## config.mk

```make
export PLATFORM = sky130hd
export DESIGN_NAME = ct_lsu_dcache_wport_arb_flat
export DESIGN_NICKNAME = d
export VERILOG_FILES = /design/src/rtl/ct_lsu_dcache_wport_arb_if.sv /design/src/rtl/ct_lsu_dcache_wport_arb.sv /design/src/flat_wrapper.sv
export SDC_FILE = /design/constraint.sdc
export NUM_CORES = 1
export LEC_CHECK = 0
export BUFFER_PORTS_ARGS = -buffer_cell sky130_fd_sc_hd__buf_2
export CAP_MARGIN = 10
export CORE_AREA = 2 2 93 95
export CTS_CLUSTER_DIAMETER = 150
export DETAILED_ROUTE_END_ITERATION = 6
export DIE_AREA = 0 0 95 97
export PLACE_DENSITY = 0.8
export SLEW_MARGIN = 40
export SYNTH_ARGS = -nofsm -noshare
export SYNTH_HDL_FRONTEND = slang
export SYNTH_SLANG_ARGS = --single-unit
```

## constraint.sdc

```tcl
create_clock -name forever_cpuclk -period 7.1 [get_ports forever_cpuclk]
set_input_delay 2.13 -clock forever_cpuclk [delete_from_list [all_inputs] [get_ports forever_cpuclk]]
set_output_delay 2.13 -clock forever_cpuclk [all_outputs]
set_load 0.05 [all_outputs]
```

## src/rtl/ct_lsu_dcache_wport_arb_if.sv

```systemverilog
// Dcache write-port bundle: agent requests/payloads in, grants and
// the registered dcwp bus out.
interface ct_lsu_dcache_wport_arb_if;
  logic        dcwp_block;
  logic        snp_req;
  logic        lfb_req;
  logic        icc_req;
  logic        wmb_req;
  logic [8:0]  snp_idx;
  logic [8:0]  lfb_idx;
  logic [8:0]  icc_idx;
  logic [8:0]  wmb_idx;
  logic [6:0]  snp_dirty_wen;
  logic [6:0]  snp_dirty_din;
  logic [6:0]  lfb_dirty_wen;
  logic [6:0]  lfb_dirty_din;
  logic [6:0]  icc_dirty_wen;
  logic [6:0]  icc_dirty_din;
  logic [6:0]  wmb_dirty_wen;
  logic [6:0]  wmb_dirty_din;
  logic [1:0]  lfb_tag_wen;
  logic [51:0] lfb_tag_din;
  logic        snp_grnt;
  logic        lfb_grnt;
  logic        icc_grnt;
  logic        wmb_grnt;
  logic        dcache_tag_gwen;
  logic [1:0]  dcache_tag_wen;
  logic [51:0] dcache_tag_din;
  logic        dcache_dirty_gwen;
  logic [6:0]  dcache_dirty_wen;
  logic [6:0]  dcache_dirty_din;
  logic [8:0]  dcache_idx;
  logic        dcwp_sw_inst;

  modport master (
    output dcwp_block,
    output snp_req, lfb_req, icc_req, wmb_req,
    output snp_idx, lfb_idx, icc_idx, wmb_idx,
    output snp_dirty_wen, snp_dirty_din,
    output lfb_dirty_wen, lfb_dirty_din,
    output icc_dirty_wen, icc_dirty_din,
    output wmb_dirty_wen, wmb_dirty_din,
    output lfb_tag_wen, lfb_tag_din,
    input  snp_grnt, lfb_grnt, icc_grnt, wmb_grnt,
    input  dcache_tag_gwen, dcache_tag_wen, dcache_tag_din,
    input  dcache_dirty_gwen, dcache_dirty_wen,
    input  dcache_dirty_din, dcache_idx, dcwp_sw_inst
  );

  modport slave (
    input  dcwp_block,
    input  snp_req, lfb_req, icc_req, wmb_req,
    input  snp_idx, lfb_idx, icc_idx, wmb_idx,
    input  snp_dirty_wen, snp_dirty_din,
    input  lfb_dirty_wen, lfb_dirty_din,
    input  icc_dirty_wen, icc_dirty_din,
    input  wmb_dirty_wen, wmb_dirty_din,
    input  lfb_tag_wen, lfb_tag_din,
    output snp_grnt, lfb_grnt, icc_grnt, wmb_grnt,
    output dcache_tag_gwen, dcache_tag_wen, dcache_tag_din,
    output dcache_dirty_gwen, dcache_dirty_wen,
    output dcache_dirty_din, dcache_idx, dcwp_sw_inst
  );
endinterface

```

## src/rtl/ct_lsu_dcache_wport_arb.sv

```systemverilog
// Dcache tag/dirty write-port arbiter: snp > lfb > icc > wmb onto dcwp bus.
// Optional wmb anti-starvation promotion under LSU_DCWP_ANTISTARVE_EN.
module ct_lsu_dcache_wport_arb (
  input logic                          forever_cpuclk,
  input logic                          cpurst,
  ct_lsu_dcache_wport_arb_if.slave     dcwp
);

  logic        w_open;
  logic        w_promote;
  logic        w_snp;
  logic        w_lfb;
  logic        w_icc;
  logic        w_wmb;
  logic        w_any;
  logic [8:0]  w_idx;
  logic [6:0]  w_dwen;
  logic [6:0]  w_ddin;

  logic        r_tag_gwen;
  logic [1:0]  r_tag_wen;
  logic [51:0] r_tag_din;
  logic        r_dirty_gwen;
  logic [6:0]  r_dirty_wen;
  logic [6:0]  r_dirty_din;
  logic [8:0]  r_idx;
  logic        r_sw_inst;

  assign w_open = ~dcwp.dcwp_block & ~cpurst;

`ifdef LSU_DCWP_ANTISTARVE_EN
  logic [2:0] r_starve_cnt;

  assign w_promote = (r_starve_cnt == 3'd7) & dcwp.wmb_req;

  // Counts only cycles wmb lost arbitration on an open port
  always_ff @(posedge forever_cpuclk or posedge cpurst) begin
    if (cpurst)
      r_starve_cnt <= 3'd0;
    else if (~dcwp.wmb_req | w_wmb)
      r_starve_cnt <= 3'd0;
    else if (~dcwp.dcwp_block & (r_starve_cnt != 3'd7))
      r_starve_cnt <= r_starve_cnt + 3'd1;
  end
`else
  assign w_promote = 1'b0;
`endif

  always_comb begin
    w_snp = 1'b0;
    w_lfb = 1'b0;
    w_icc = 1'b0;
    w_wmb = 1'b0;
    if (w_open) begin
      priority case (1'b1)
        w_promote:    w_wmb = 1'b1;
        dcwp.snp_req: w_snp = 1'b1;
        dcwp.lfb_req: w_lfb = 1'b1;
        dcwp.icc_req: w_icc = 1'b1;
        dcwp.wmb_req: w_wmb = 1'b1;
        default: ;
      endcase
    end
  end

  assign w_any = w_snp | w_lfb | w_icc | w_wmb;

  assign dcwp.snp_grnt = w_snp;
  assign dcwp.lfb_grnt = w_lfb;
  assign dcwp.icc_grnt = w_icc;
  assign dcwp.wmb_grnt = w_wmb;

  always_comb begin
    w_idx  = dcwp.wmb_idx;
    w_dwen = dcwp.wmb_dirty_wen;
    w_ddin = dcwp.wmb_dirty_din;
    unique case (1'b1)
      w_snp: begin
        w_idx  = dcwp.snp_idx;
        w_dwen = dcwp.snp_dirty_wen;
        w_ddin = dcwp.snp_dirty_din;
      end
      w_lfb: begin
        w_idx  = dcwp.lfb_idx;
        w_dwen = dcwp.lfb_dirty_wen;
        w_ddin = dcwp.lfb_dirty_din;
      end
      w_icc: begin
        w_idx  = dcwp.icc_idx;
        w_dwen = dcwp.icc_dirty_wen;
        w_ddin = dcwp.icc_dirty_din;
      end
      default: ;
    endcase
  end

  // Enables pulse for one cycle; data/index hold across idle cycles
  always_ff @(posedge forever_cpuclk or posedge cpurst) begin
    if (cpurst) begin
      r_tag_gwen   <= 1'b0;
      r_tag_wen    <= 2'b0;
      r_tag_din    <= 52'b0;
      r_dirty_gwen <= 1'b0;
      r_dirty_wen  <= 7'b0;
      r_dirty_din  <= 7'b0;
      r_idx        <= 9'b0;
      r_sw_inst    <= 1'b0;
    end else begin
      r_tag_gwen   <= w_lfb & (|dcwp.lfb_tag_wen);
      r_tag_wen    <= w_lfb ? dcwp.lfb_tag_wen : 2'b0;
      r_dirty_gwen <= w_any;
      r_dirty_wen  <= w_any ? w_dwen : 7'b0;
      r_sw_inst    <= w_icc;
      if (w_lfb)
        r_tag_din <= dcwp.lfb_tag_din;
      if (w_any) begin
        r_dirty_din <= w_ddin;
        r_idx       <= w_idx;
      end
    end
  end

  assign dcwp.dcache_tag_gwen   = r_tag_gwen;
  assign dcwp.dcache_tag_wen    = r_tag_wen;
  assign dcwp.dcache_tag_din    = r_tag_din;
  assign dcwp.dcache_dirty_gwen = r_dirty_gwen;
  assign dcwp.dcache_dirty_wen  = r_dirty_wen;
  assign dcwp.dcache_dirty_din  = r_dirty_din;
  assign dcwp.dcache_idx        = r_idx;
  assign dcwp.dcwp_sw_inst      = r_sw_inst;

endmodule

```

## src/flat_wrapper.sv

```systemverilog
// flat-port wrapper written by rule: the top's interface ports become plain ports
module ct_lsu_dcache_wport_arb_flat 
  (forever_cpuclk, cpurst, dcwp_dcwp_block, dcwp_snp_req, dcwp_lfb_req, dcwp_icc_req, dcwp_wmb_req, dcwp_snp_idx, dcwp_lfb_idx, dcwp_icc_idx, dcwp_wmb_idx, dcwp_snp_dirty_wen, dcwp_snp_dirty_din, dcwp_lfb_dirty_wen, dcwp_lfb_dirty_din, dcwp_icc_dirty_wen, dcwp_icc_dirty_din, dcwp_wmb_dirty_wen, dcwp_wmb_dirty_din, dcwp_lfb_tag_wen, dcwp_lfb_tag_din, dcwp_snp_grnt, dcwp_lfb_grnt, dcwp_icc_grnt, dcwp_wmb_grnt, dcwp_dcache_tag_gwen, dcwp_dcache_tag_wen, dcwp_dcache_tag_din, dcwp_dcache_dirty_gwen, dcwp_dcache_dirty_wen, dcwp_dcache_dirty_din, dcwp_dcache_idx, dcwp_dcwp_sw_inst);
  ct_lsu_dcache_wport_arb_if dcwp_i ();
  input logic forever_cpuclk;
  input logic cpurst;
  input wire logic [$bits(dcwp_i.dcwp_block)-1:0] dcwp_dcwp_block;
  input wire logic [$bits(dcwp_i.snp_req)-1:0] dcwp_snp_req;
  input wire logic [$bits(dcwp_i.lfb_req)-1:0] dcwp_lfb_req;
  input wire logic [$bits(dcwp_i.icc_req)-1:0] dcwp_icc_req;
  input wire logic [$bits(dcwp_i.wmb_req)-1:0] dcwp_wmb_req;
  input wire logic [$bits(dcwp_i.snp_idx)-1:0] dcwp_snp_idx;
  input wire logic [$bits(dcwp_i.lfb_idx)-1:0] dcwp_lfb_idx;
  input wire logic [$bits(dcwp_i.icc_idx)-1:0] dcwp_icc_idx;
  input wire logic [$bits(dcwp_i.wmb_idx)-1:0] dcwp_wmb_idx;
  input wire logic [$bits(dcwp_i.snp_dirty_wen)-1:0] dcwp_snp_dirty_wen;
  input wire logic [$bits(dcwp_i.snp_dirty_din)-1:0] dcwp_snp_dirty_din;
  input wire logic [$bits(dcwp_i.lfb_dirty_wen)-1:0] dcwp_lfb_dirty_wen;
  input wire logic [$bits(dcwp_i.lfb_dirty_din)-1:0] dcwp_lfb_dirty_din;
  input wire logic [$bits(dcwp_i.icc_dirty_wen)-1:0] dcwp_icc_dirty_wen;
  input wire logic [$bits(dcwp_i.icc_dirty_din)-1:0] dcwp_icc_dirty_din;
  input wire logic [$bits(dcwp_i.wmb_dirty_wen)-1:0] dcwp_wmb_dirty_wen;
  input wire logic [$bits(dcwp_i.wmb_dirty_din)-1:0] dcwp_wmb_dirty_din;
  input wire logic [$bits(dcwp_i.lfb_tag_wen)-1:0] dcwp_lfb_tag_wen;
  input wire logic [$bits(dcwp_i.lfb_tag_din)-1:0] dcwp_lfb_tag_din;
  output wire logic [$bits(dcwp_i.snp_grnt)-1:0] dcwp_snp_grnt;
  output wire logic [$bits(dcwp_i.lfb_grnt)-1:0] dcwp_lfb_grnt;
  output wire logic [$bits(dcwp_i.icc_grnt)-1:0] dcwp_icc_grnt;
  output wire logic [$bits(dcwp_i.wmb_grnt)-1:0] dcwp_wmb_grnt;
  output wire logic [$bits(dcwp_i.dcache_tag_gwen)-1:0] dcwp_dcache_tag_gwen;
  output wire logic [$bits(dcwp_i.dcache_tag_wen)-1:0] dcwp_dcache_tag_wen;
  output wire logic [$bits(dcwp_i.dcache_tag_din)-1:0] dcwp_dcache_tag_din;
  output wire logic [$bits(dcwp_i.dcache_dirty_gwen)-1:0] dcwp_dcache_dirty_gwen;
  output wire logic [$bits(dcwp_i.dcache_dirty_wen)-1:0] dcwp_dcache_dirty_wen;
  output wire logic [$bits(dcwp_i.dcache_dirty_din)-1:0] dcwp_dcache_dirty_din;
  output wire logic [$bits(dcwp_i.dcache_idx)-1:0] dcwp_dcache_idx;
  output wire logic [$bits(dcwp_i.dcwp_sw_inst)-1:0] dcwp_dcwp_sw_inst;
  assign dcwp_i.dcwp_block = dcwp_dcwp_block;
  assign dcwp_i.snp_req = dcwp_snp_req;
  assign dcwp_i.lfb_req = dcwp_lfb_req;
  assign dcwp_i.icc_req = dcwp_icc_req;
  assign dcwp_i.wmb_req = dcwp_wmb_req;
  assign dcwp_i.snp_idx = dcwp_snp_idx;
  assign dcwp_i.lfb_idx = dcwp_lfb_idx;
  assign dcwp_i.icc_idx = dcwp_icc_idx;
  assign dcwp_i.wmb_idx = dcwp_wmb_idx;
  assign dcwp_i.snp_dirty_wen = dcwp_snp_dirty_wen;
  assign dcwp_i.snp_dirty_din = dcwp_snp_dirty_din;
  assign dcwp_i.lfb_dirty_wen = dcwp_lfb_dirty_wen;
  assign dcwp_i.lfb_dirty_din = dcwp_lfb_dirty_din;
  assign dcwp_i.icc_dirty_wen = dcwp_icc_dirty_wen;
  assign dcwp_i.icc_dirty_din = dcwp_icc_dirty_din;
  assign dcwp_i.wmb_dirty_wen = dcwp_wmb_dirty_wen;
  assign dcwp_i.wmb_dirty_din = dcwp_wmb_dirty_din;
  assign dcwp_i.lfb_tag_wen = dcwp_lfb_tag_wen;
  assign dcwp_i.lfb_tag_din = dcwp_lfb_tag_din;
  assign dcwp_snp_grnt = dcwp_i.snp_grnt;
  assign dcwp_lfb_grnt = dcwp_i.lfb_grnt;
  assign dcwp_icc_grnt = dcwp_i.icc_grnt;
  assign dcwp_wmb_grnt = dcwp_i.wmb_grnt;
  assign dcwp_dcache_tag_gwen = dcwp_i.dcache_tag_gwen;
  assign dcwp_dcache_tag_wen = dcwp_i.dcache_tag_wen;
  assign dcwp_dcache_tag_din = dcwp_i.dcache_tag_din;
  assign dcwp_dcache_dirty_gwen = dcwp_i.dcache_dirty_gwen;
  assign dcwp_dcache_dirty_wen = dcwp_i.dcache_dirty_wen;
  assign dcwp_dcache_dirty_din = dcwp_i.dcache_dirty_din;
  assign dcwp_dcache_idx = dcwp_i.dcache_idx;
  assign dcwp_dcwp_sw_inst = dcwp_i.dcwp_sw_inst;
  ct_lsu_dcache_wport_arb u_core (.forever_cpuclk(forever_cpuclk), .cpurst(cpurst), .dcwp(dcwp_i));
endmodule
```

==> results of run 1 <==
-- routing by layer --
metal | part of all wire | track usage | vias to the layer above
li1 | - | - | 1596
met1 | 0.37 | 0.266 | 1623
met2 | 0.54 | 0.427 | 162
met3 | 0.079 | 0.0662 | 14
met4 | 0.014 | 0.0647 | 0
met5 | 0 | 0 | -
-- registers in the layout (all words and copies together) (netlist names) --
register	count
u_core.dcwp.dcache_tag_din	52
u_core.dcwp.dcache_idx	9
u_core.dcwp.dcache_dirty_wen	7
u_core.dcwp.dcache_tag_gwen	1
u_core.dcwp.dcwp_sw_inst	1
u_core.dcwp.dcache_dirty_gwen	1
u_core.dcwp.dcache_dirty_din	7
u_core.dcwp.dcache_tag_wen	2
-- cell type report --
class / instances / area [µm²]
Timing Repair Buffer: 241 / 1220
Sequential cell: 80 / 2000
Clock buffer: 10 / 138
Inverter: 2 / 8.76
Clock inverter: 6 / 97.6
Multi-Input combinational cell: 199 / 1550
Tap cell: 105 / 131
Fill cell: 676 / 2990
-- report_power, final --
group          total [mW]  switching, mW  leakage [nW]  internal [mW]
Sequential          0.577         0.0396         0.968          0.538
Combinational       0.567          0.412          1.37          0.155
Clock               0.388          0.175         0.120          0.214
Total                1.53          0.626          2.46          0.907
-- kinds of logic after synthesis --
logic type,after synthesis,share of synthesized area
and+or+nand+nor,84,0.133
buffers and inverters,31,0.0394
AOI/OAI and AO/OA,63,0.125
muxes,52,0.159
DFF,80,0.543
-- worst paths after layout --
path / from / end
setup / recovery: cpurst / dcwp_icc_grnt
hold / removal: u_core.dcwp.dcache_tag_din[42]$_DFFE_PP0N_ / u_core.dcwp.dcache_tag_din[42]$_DFFE_PP0N_
setup reg to reg: u_core.dcwp.dcache_tag_din[9]$_DFFE_PP0N_ / u_core.dcwp.dcache_tag_din[9]$_DFFE_PP0N_
hold reg to reg: u_core.dcwp.dcache_tag_din[42]$_DFFE_PP0N_ / u_core.dcwp.dcache_tag_din[42]$_DFFE_PP0N_
max in group asynchronous: cpurst / u_core.dcwp.dcache_dirty_wen[6]$_DFF_PP0_
min in group asynchronous: cpurst / u_core.dcwp.dcache_dirty_wen[4]$_DFF_PP0_
-- metrics by stage --
step / setup slack, ns / area, µm²
after floorplan: 1.42 / 3690
after global placement: 1.60 / 4900
after detailed placement: 1.59 / 4910
after CTS: 1.53 / 5140
after global routing: 1.46 / 5150
final: 1.54 / 5150
-- cell usage in the layout (no fill, tap or decap), types with 10 or more instances in the layout --
master / n
dfrtp_1: 80
a211oi_1: 16
buf_2: 236
a311oi_1: 16
mux2_2: 52
nor3_1: 16
clkbuf_8: 10
nand3b_1: 23
a21oi_1: 16
nand2_1: 31
==> results.toml, run 1 <==
[outcome]
status = "finished, final reports clean"

[worst_setup_path]
critPathSlowestCell = "buf_4"
critical_path.top_delay_family = "buffers and inverters"
critPathMostFrequentCell = "buf_2"
setup.worst_path.end_class = "primary output"
rrSetupSlack_ns = 6.32
worstPathRequired_ns = 4.97
path_cells = "buf_2 > nor4b_4 > buf_4 > nor2b_1 > buf_2"
critPathLaunchType = "input port"
cp_max_fo = 24
crit_buf_inv = 3
r2r_cells = 1
slowest_delay_ns = 0.32
crit_arrival_ns = 3.43
worst-path-stages = 5
path_class = "input port to primary output"

[cells_and_area]
fin_util = 0.633
area_delta_synth_final_pct = 39.7
final_cells = 643
antenna_cells = 0
layout-drive-gt1-share = 0.589
nets = 686

[floorplan]
ios = 237
die_h_um = 97
rows = 33
coreArea_um2 = 8130
fp.dieW_um = 95
start_util = 0.453
fp.dieArea_um2 = 9220

[synth]
avgSynthCellArea_um2 = 11.9
synth.distinct_cells = 24
synth_enable_flop_cells = 0
syn_inst = 310
synthTopCellsByCount = "dfrtp_1 (80), mux2_2 (52), nand2_1 (31), nand3b_1 (23), buf_2 (17)"
yosys_warnings = 0
synth-seq-area-share = 0.543
synth_ff_type = "dfrtp_1"
synth.cell_area_um2 = 3690
synth_fp_nets = 463
yosysTopAreaCell = "dfrtp_1"
synthArstFlopShare = 1.00
synth.top_cell.area_share = 0.543
ys_top_cells_by_area = "dfrtp_1 (54%), mux2_2 (16%), nand3b_1 (4.7%), a311oi_1 (3.8%), a211oi_1 (3.3%)"
yosys.cell_count.top_type = "dfrtp_1"
ys_ff_latch = 80

[sta]
period_share = 0.783
fin_setup_tns_ns = 0
fin_skew_ns = 0
tightestPinTransition_ns = 0.821
hold_viol = 0
rsz0062_at_grt = "false"
period_minus_slack_ns = 5.56
fmax_ghz = 0.180
drv_slew = 0
worst_hold_slack_ns = 0.507
max-slew-margin-rel = 0.453
setup_viol = 0

[clocking]
path_clk_slew_ns = 0.09
cts_resized = 0
cts_max_level = 3
ctsLongestPathBuffers = 2
clk_latency_ns = 0.34
cts_buffers = 9
cts_tree = "done"
post_cts_buffers = 0
cts_root_buffer = "clkbuf_8"
clock-sinks = 80
ctsHoldBuffers = 0

[placement]
portBuffers = 236
dp_hpwl_um = 8220
gp_congestion = 0.780
dp.cells = 627

[detailed_routing]
drt-total-wl_um = 10900
dr.pass1.iters = 4
vias_per_cell = 5.28
wl_per_cell_um = 16.9
drc = 0
ant_nets = 0
drtIter0Drc = 153
vias = 3395

[power]
peakVddDrop_mv = 0.132
p_leak_nw = 2.46
p_per_area_nw_per_um2 = 298
p_total_mw = 1.53

[global_route]
grt_use_total = 0.236
grt_max_degree = 79
grt_pass1_wl_um = 16800
antenna_found_initial = 0
overflow = 0
grt_pass1_vias = 3411

[hold_path]
worstHoldPathCells = 1
hold_class = "flop to flop"

[job]
cap_violations = 0
No activity file was read; power rests on OpenSTA's default activity.
==> run 2: changes to the inputs <==
CORE_AREA = 2 2 102 104   (was 2 2 93 95)
DIE_AREA = 0 0 104 106   (was 0 0 95 97)
PLACE_DENSITY = 0.71   (was 0.8)
clock period = 4.9 ns   (was 7.1 ns; I/O delays follow)
==> results.toml, run 2 (synthesis results as in run 1) <==
[outcome]
status = "finished, final reports clean"

[detailed_routing]
dr.pass1.iters = 4
vias = 3451
drtIter0Drc = 177
ant_nets = 0
drc = 0
drt-total-wl_um = 11200
vias_per_cell = 5.10
wl_per_cell_um = 16.6

[global_route]
met2_usage = 0.357
antenna_found_initial = 0
grt_max_degree = 54
grt_use_total = 0.199
grt-busiest-layer = "met2"
grt_pass1_wl_um = 17500
groute.layer.met1.usage = 0.229
met3_usage = 0.0625
grt_pass1_vias = 3467
overflow = 0

[cells_and_area]
regArea_um2 = 2000
nets = 689
layout_commonest_cell = "buf_2"
layout-drive-gt1-share = 0.591
area_delta_synth_final_pct = 40.7
multi_input_area_um2 = 1540
antenna_cells = 0
fillers = 951
largest_reg_flops = 52
final_cell_mix = "buf_2 (236), dfrtp_1 (80), mux2_2 (52), nand2_1 (31), nand3b_1 (23)"

[power]
cellInternalPower_mw = 1.25
clkPwrFrac = 0.232
p_sw_mw = 0.911
peakVddDrop_mv = 0.201
swShare = 0.422
p_leak_nw = 2.46
seqPwrFrac = 0.388
p_per_area_nw_per_um2 = 416
power_frac_comb = 0.381

[worst_setup_path]
setup.worst_path.end_class = "primary output"
cp_max_fo = 17
slowest_delay_ns = 0.68
critPathLaunchType = "input port"
crit_arrival_ns = 2.77
path_class = "input port to primary output"
critPathMostFrequentCell = "buf_2"
critPathSlowestCell = "or3b_2"
worstPathRequired_ns = 3.43
path_cells = "buf_2 > or3b_2 > nor2_1 > buf_2"

[sta]
hold_viol = 0
rsz0062_at_grt = "false"
worst_hold_slack_ns = 0.506
tightestPinTransition_ns = 0.515
fin_skew_ns = 0
period_minus_slack_ns = 4.24
max-slew-margin-rel = 0.655
fmax_ghz = 0.236
period_share = 0.865
setup_viol = 0
fin_setup_tns_ns = 0
drv_slew = 0

[clocking]
ctsHoldBuffers = 0
clock-sinks = 80
post_cts_buffers = 0
cts_resized = 0
cts_buffers = 9
ctsLongestPathBuffers = 2
cts_tree = "done"
clk_latency_ns = 0.34
path_clk_slew_ns = 0.08
cts_root_buffer = "clkbuf_8"
cts_max_level = 3

[floorplan]
die_h_um = 106
fp.dieW_um = 104
fp.dieArea_um2 = 11000
coreArea_um2 = 10000
ios = 237
start_util = 0.369
rows = 37

[placement]
gp_congestion = 0.861
dp_hpwl_um = 8410
portBuffers = 236

[job]
cap_violations = 0

[hold_path]
hold_class = "flop to flop"
[run 2: cell count changes in the layout (fill, tap and decap cells not counted), sizes merged]
| cell | delta |
|---|---|
| buf | +3 |
| clkinv | +3 |
| inv | -2 |
| bufinv | -1 |
| clkbuf | -1 |
| clkinvlp | +1 |
[run 2: cell type report]
cell class              count  share of cell area
repair buffers            244               0.242
well taps                 136              0.0328
flip-flops and latches     80               0.386
clock inverters             7              0.0154
clock buffers               9              0.0239
multi-input cells         199               0.298
inverters                   2             0.00241
[run 2: worst paths after layout]
path                                                            startpoint                                          to  slack, ns  cells past startpoint
worst max-delay path                                                cpurst                               dcwp_wmb_grnt       0.66                      4
worst min-delay path            u_core.dcwp.dcache_tag_din[33]$_DFFE_PP0N_  u_core.dcwp.dcache_tag_din[33]$_DFFE_PP0N_       0.51                      1
worst max register to register   u_core.dcwp.dcache_tag_din[9]$_DFFE_PP0N_   u_core.dcwp.dcache_tag_din[9]$_DFFE_PP0N_       4.11                      1
worst min register to register  u_core.dcwp.dcache_tag_din[33]$_DFFE_PP0N_  u_core.dcwp.dcache_tag_din[33]$_DFFE_PP0N_       0.51                      1
max in group asynchronous                                           cpurst  u_core.dcwp.dcache_tag_din[42]$_DFFE_PP0N_       2.95                      3
min in group asynchronous                                           cpurst  u_core.dcwp.dcache_tag_din[46]$_DFFE_PP0N_       1.22                      2
[run 2: critical path, delay by kind of cell]
family | cells | cell delay [ns]
and+or+nand+nor | 2 | 0.85
buffers and inverters | 2 | 0.44
[run 2: power groups by stage]
stage                     logic [mW]  registers [mW]  clock network, mW
after floorplan                0.159            1.28                  0
after global placement         0.818           0.845                  0
after detailed placement       0.829           0.850                  0
after CTS                      0.829           0.837              0.519
after global routing           0.858           0.852              0.548
final                          0.822           0.836              0.500
[run 2: metal layers]
layer  up-vias  share of wire
met5         -              0
met4         0          0.017
met3        14          0.077
met2       168           0.52
met1      1669           0.39
li1       1600              -
[run 2: stage by stage]
| step | power (mW) | setup WS [ns] | cell area [µm²] | util | cells |
|---|---|---|---|---|---|
| floorplan | 1.44 | 0.536 | 3690 | - | 310 |
| global placement | 1.66 | 0.685 | 4960 | 0.496 | 660 |
| detailed placement | 1.68 | 0.670 | 4980 | 0.498 | 661 |
| CTS | 2.18 | 0.665 | 5180 | 0.518 | 677 |
| global route | 2.26 | 0.572 | 5180 | 0.519 | 677 |
| finish | 2.16 | 0.661 | 5180 | 0.519 | 677 |
==> run 3: changes to the inputs <==
BUFFER_PORTS_ARGS = not set   (was -buffer_cell sky130_fd_sc_hd__buf_2)
CORE_AREA = 2 2 91 93   (was 2 2 102 104)
DIE_AREA = 0 0 93 95   (was 0 0 104 106)
DONT_BUFFER_PORTS = 1   (was not set)
PLACE_DENSITY = 0.6   (was 0.71)
==> results.toml, run 3 (synthesis results as in run 1) <==
[cells_and_area]
final_cells = 411
area_delta_synth_final_pct = 9.00
fin_area_um2 = 4020
largest_reg_flops = 52
layout-drive-gt1-share = 0.275
final_cell_mix = "dfrtp_1 (80), mux2_2 (52), nand2_1 (31), nand3b_1 (23)"
antenna_cells = 0
fin_util = 0.507
nets = 455
layout_commonest_cell = "dfrtp_1"

[global_route]
grt_use_total = 0.207
antenna_found_initial = 0
overflow = 0
grt_max_degree = 53
grt_pass1_wl_um = 13600
grt_pass1_vias = 2425

[sta]
fmax_ghz = 0.253
fin_skew_ns = 0
drv_slew = 0
rsz0062_at_grt = "false"
fin_setup_tns_ns = 0
period_minus_slack_ns = 3.95
max-slew-margin-rel = 0.495
hold_viol = 0
tightestPinTransition_ns = 0.754
period_share = 0.806
setup_viol = 0

[floorplan]
rows = 33
fp.dieW_um = 93
fp.dieArea_um2 = 8840
start_util = 0.465
coreArea_um2 = 7930
die_h_um = 95
ios = 237

[worst_setup_path]
rrSetupSlack_ns = 3.81
path_class = "input port to primary output"
cp_max_fo = 17
crit_arrival_ns = 2.48
rr_endpoint = "u_core.dcwp.dcache_idx[6]$_DFFE_PP0P_"
worstPathRequired_ns = 3.43
setup.worst_path.end_class = "primary output"
r2r_start = "u_core.dcwp.dcache_idx[6]$_DFFE_PP0P_"
critPathLaunchType = "input port"
r2r_cells = 2

[power]
p_per_area_nw_per_um2 = 522
p_leak_nw = 1.53
p_total_mw = 2.10
peakVddDrop_mv = 0.306

[detailed_routing]
drtIter0Drc = 61
drc = 0
vias_per_cell = 6.09
dr.pass1.iters = 4
wl_per_cell_um = 23.1
ant_nets = 0
vias = 2502
drt-total-wl_um = 9490

[placement]
dp.cells = 396
gp_congestion = 0.755
dp_hpwl_um = 6920
dpl_cell_area_um2 = 3760
portBuffers = 0

[clocking]
ctsHoldBuffers = 0
path_clk_slew_ns = 0.08
cts_buffers = 9
cts_root_buffer = "clkbuf_8"
cts_tree = "done"
cts_max_level = 3
clock-sinks = 80
post_cts_buffers = 0
cts_resized = 0
clk_latency_ns = 0.35
ctsLongestPathBuffers = 2

[hold_path]
worstHoldStart = "u_core.dcwp.dcache_idx[0]$_DFFE_PP0P_"
hold_class = "flop to flop"
whs_endpoint = "u_core.dcwp.dcache_idx[0]$_DFFE_PP0P_"
worstHoldPathCells = 2

[outcome]
status = "finished, final reports clean"

[job]
cap_violations = 0
run 3: how the worst max path moves through the flow:
stage / slack, ns / endpoint / from
after global routing: 0.89 / dcwp_wmb_grnt / cpurst
after CTS: 0.95 / dcwp_wmb_grnt / cpurst
final: 0.95 / dcwp_wmb_grnt / cpurst
after global placement: 0.94 / dcwp_wmb_grnt / cpurst
after floorplan: 0.54 / dcwp_wmb_grnt / dcwp_snp_req
after detailed placement: 0.94 / dcwp_wmb_grnt / cpurst
run 3: worst max-delay path, stage by stage:
cell and delay, ns:
or3b_2 0.64, nor2_1 0.15, buf_4 0.21
run 3: per-layer routing:
metal	vias to the layer above	GRT usage	share of wire	wire length, µm
li1	1134	-	-	-
met3	15	0.0694	0.10	965
met2	149	0.359	0.51	4810
met4	0	0.0919	0.021	204
met5	-	0	0	0
met1	1204	0.234	0.37	3510
run 3: power breakdown:
group | internal [mW] | leakage, nW | total, mW | switching [mW]
Sequential | 0.772 | 0.968 | 1.29 | 0.522
Clock | 0.389 | 0.127 | 0.625 | 0.236
Combinational | 0.101 | 0.437 | 0.177 | 0.0765
run 3: through the flow:
step | worst slack (ns) | hold slack [ns]
floorplan | 0.536 | 0.814
global placement | 0.941 | 0.837
detailed placement | 0.944 | 0.844
CTS | 0.946 | 0.856
global route | 0.891 | 0.874
finish | 0.949 | 0.853
run 3: layout make-up:
cell class,instances,area (µm²)
well taps,105,131
inverters,2,10.0
repair buffers,10,75.1
flip-flops and latches,80,2000
clock buffers,10,128
clock inverters,5,129
fillers,738,3910
multi-input cells,199,1540
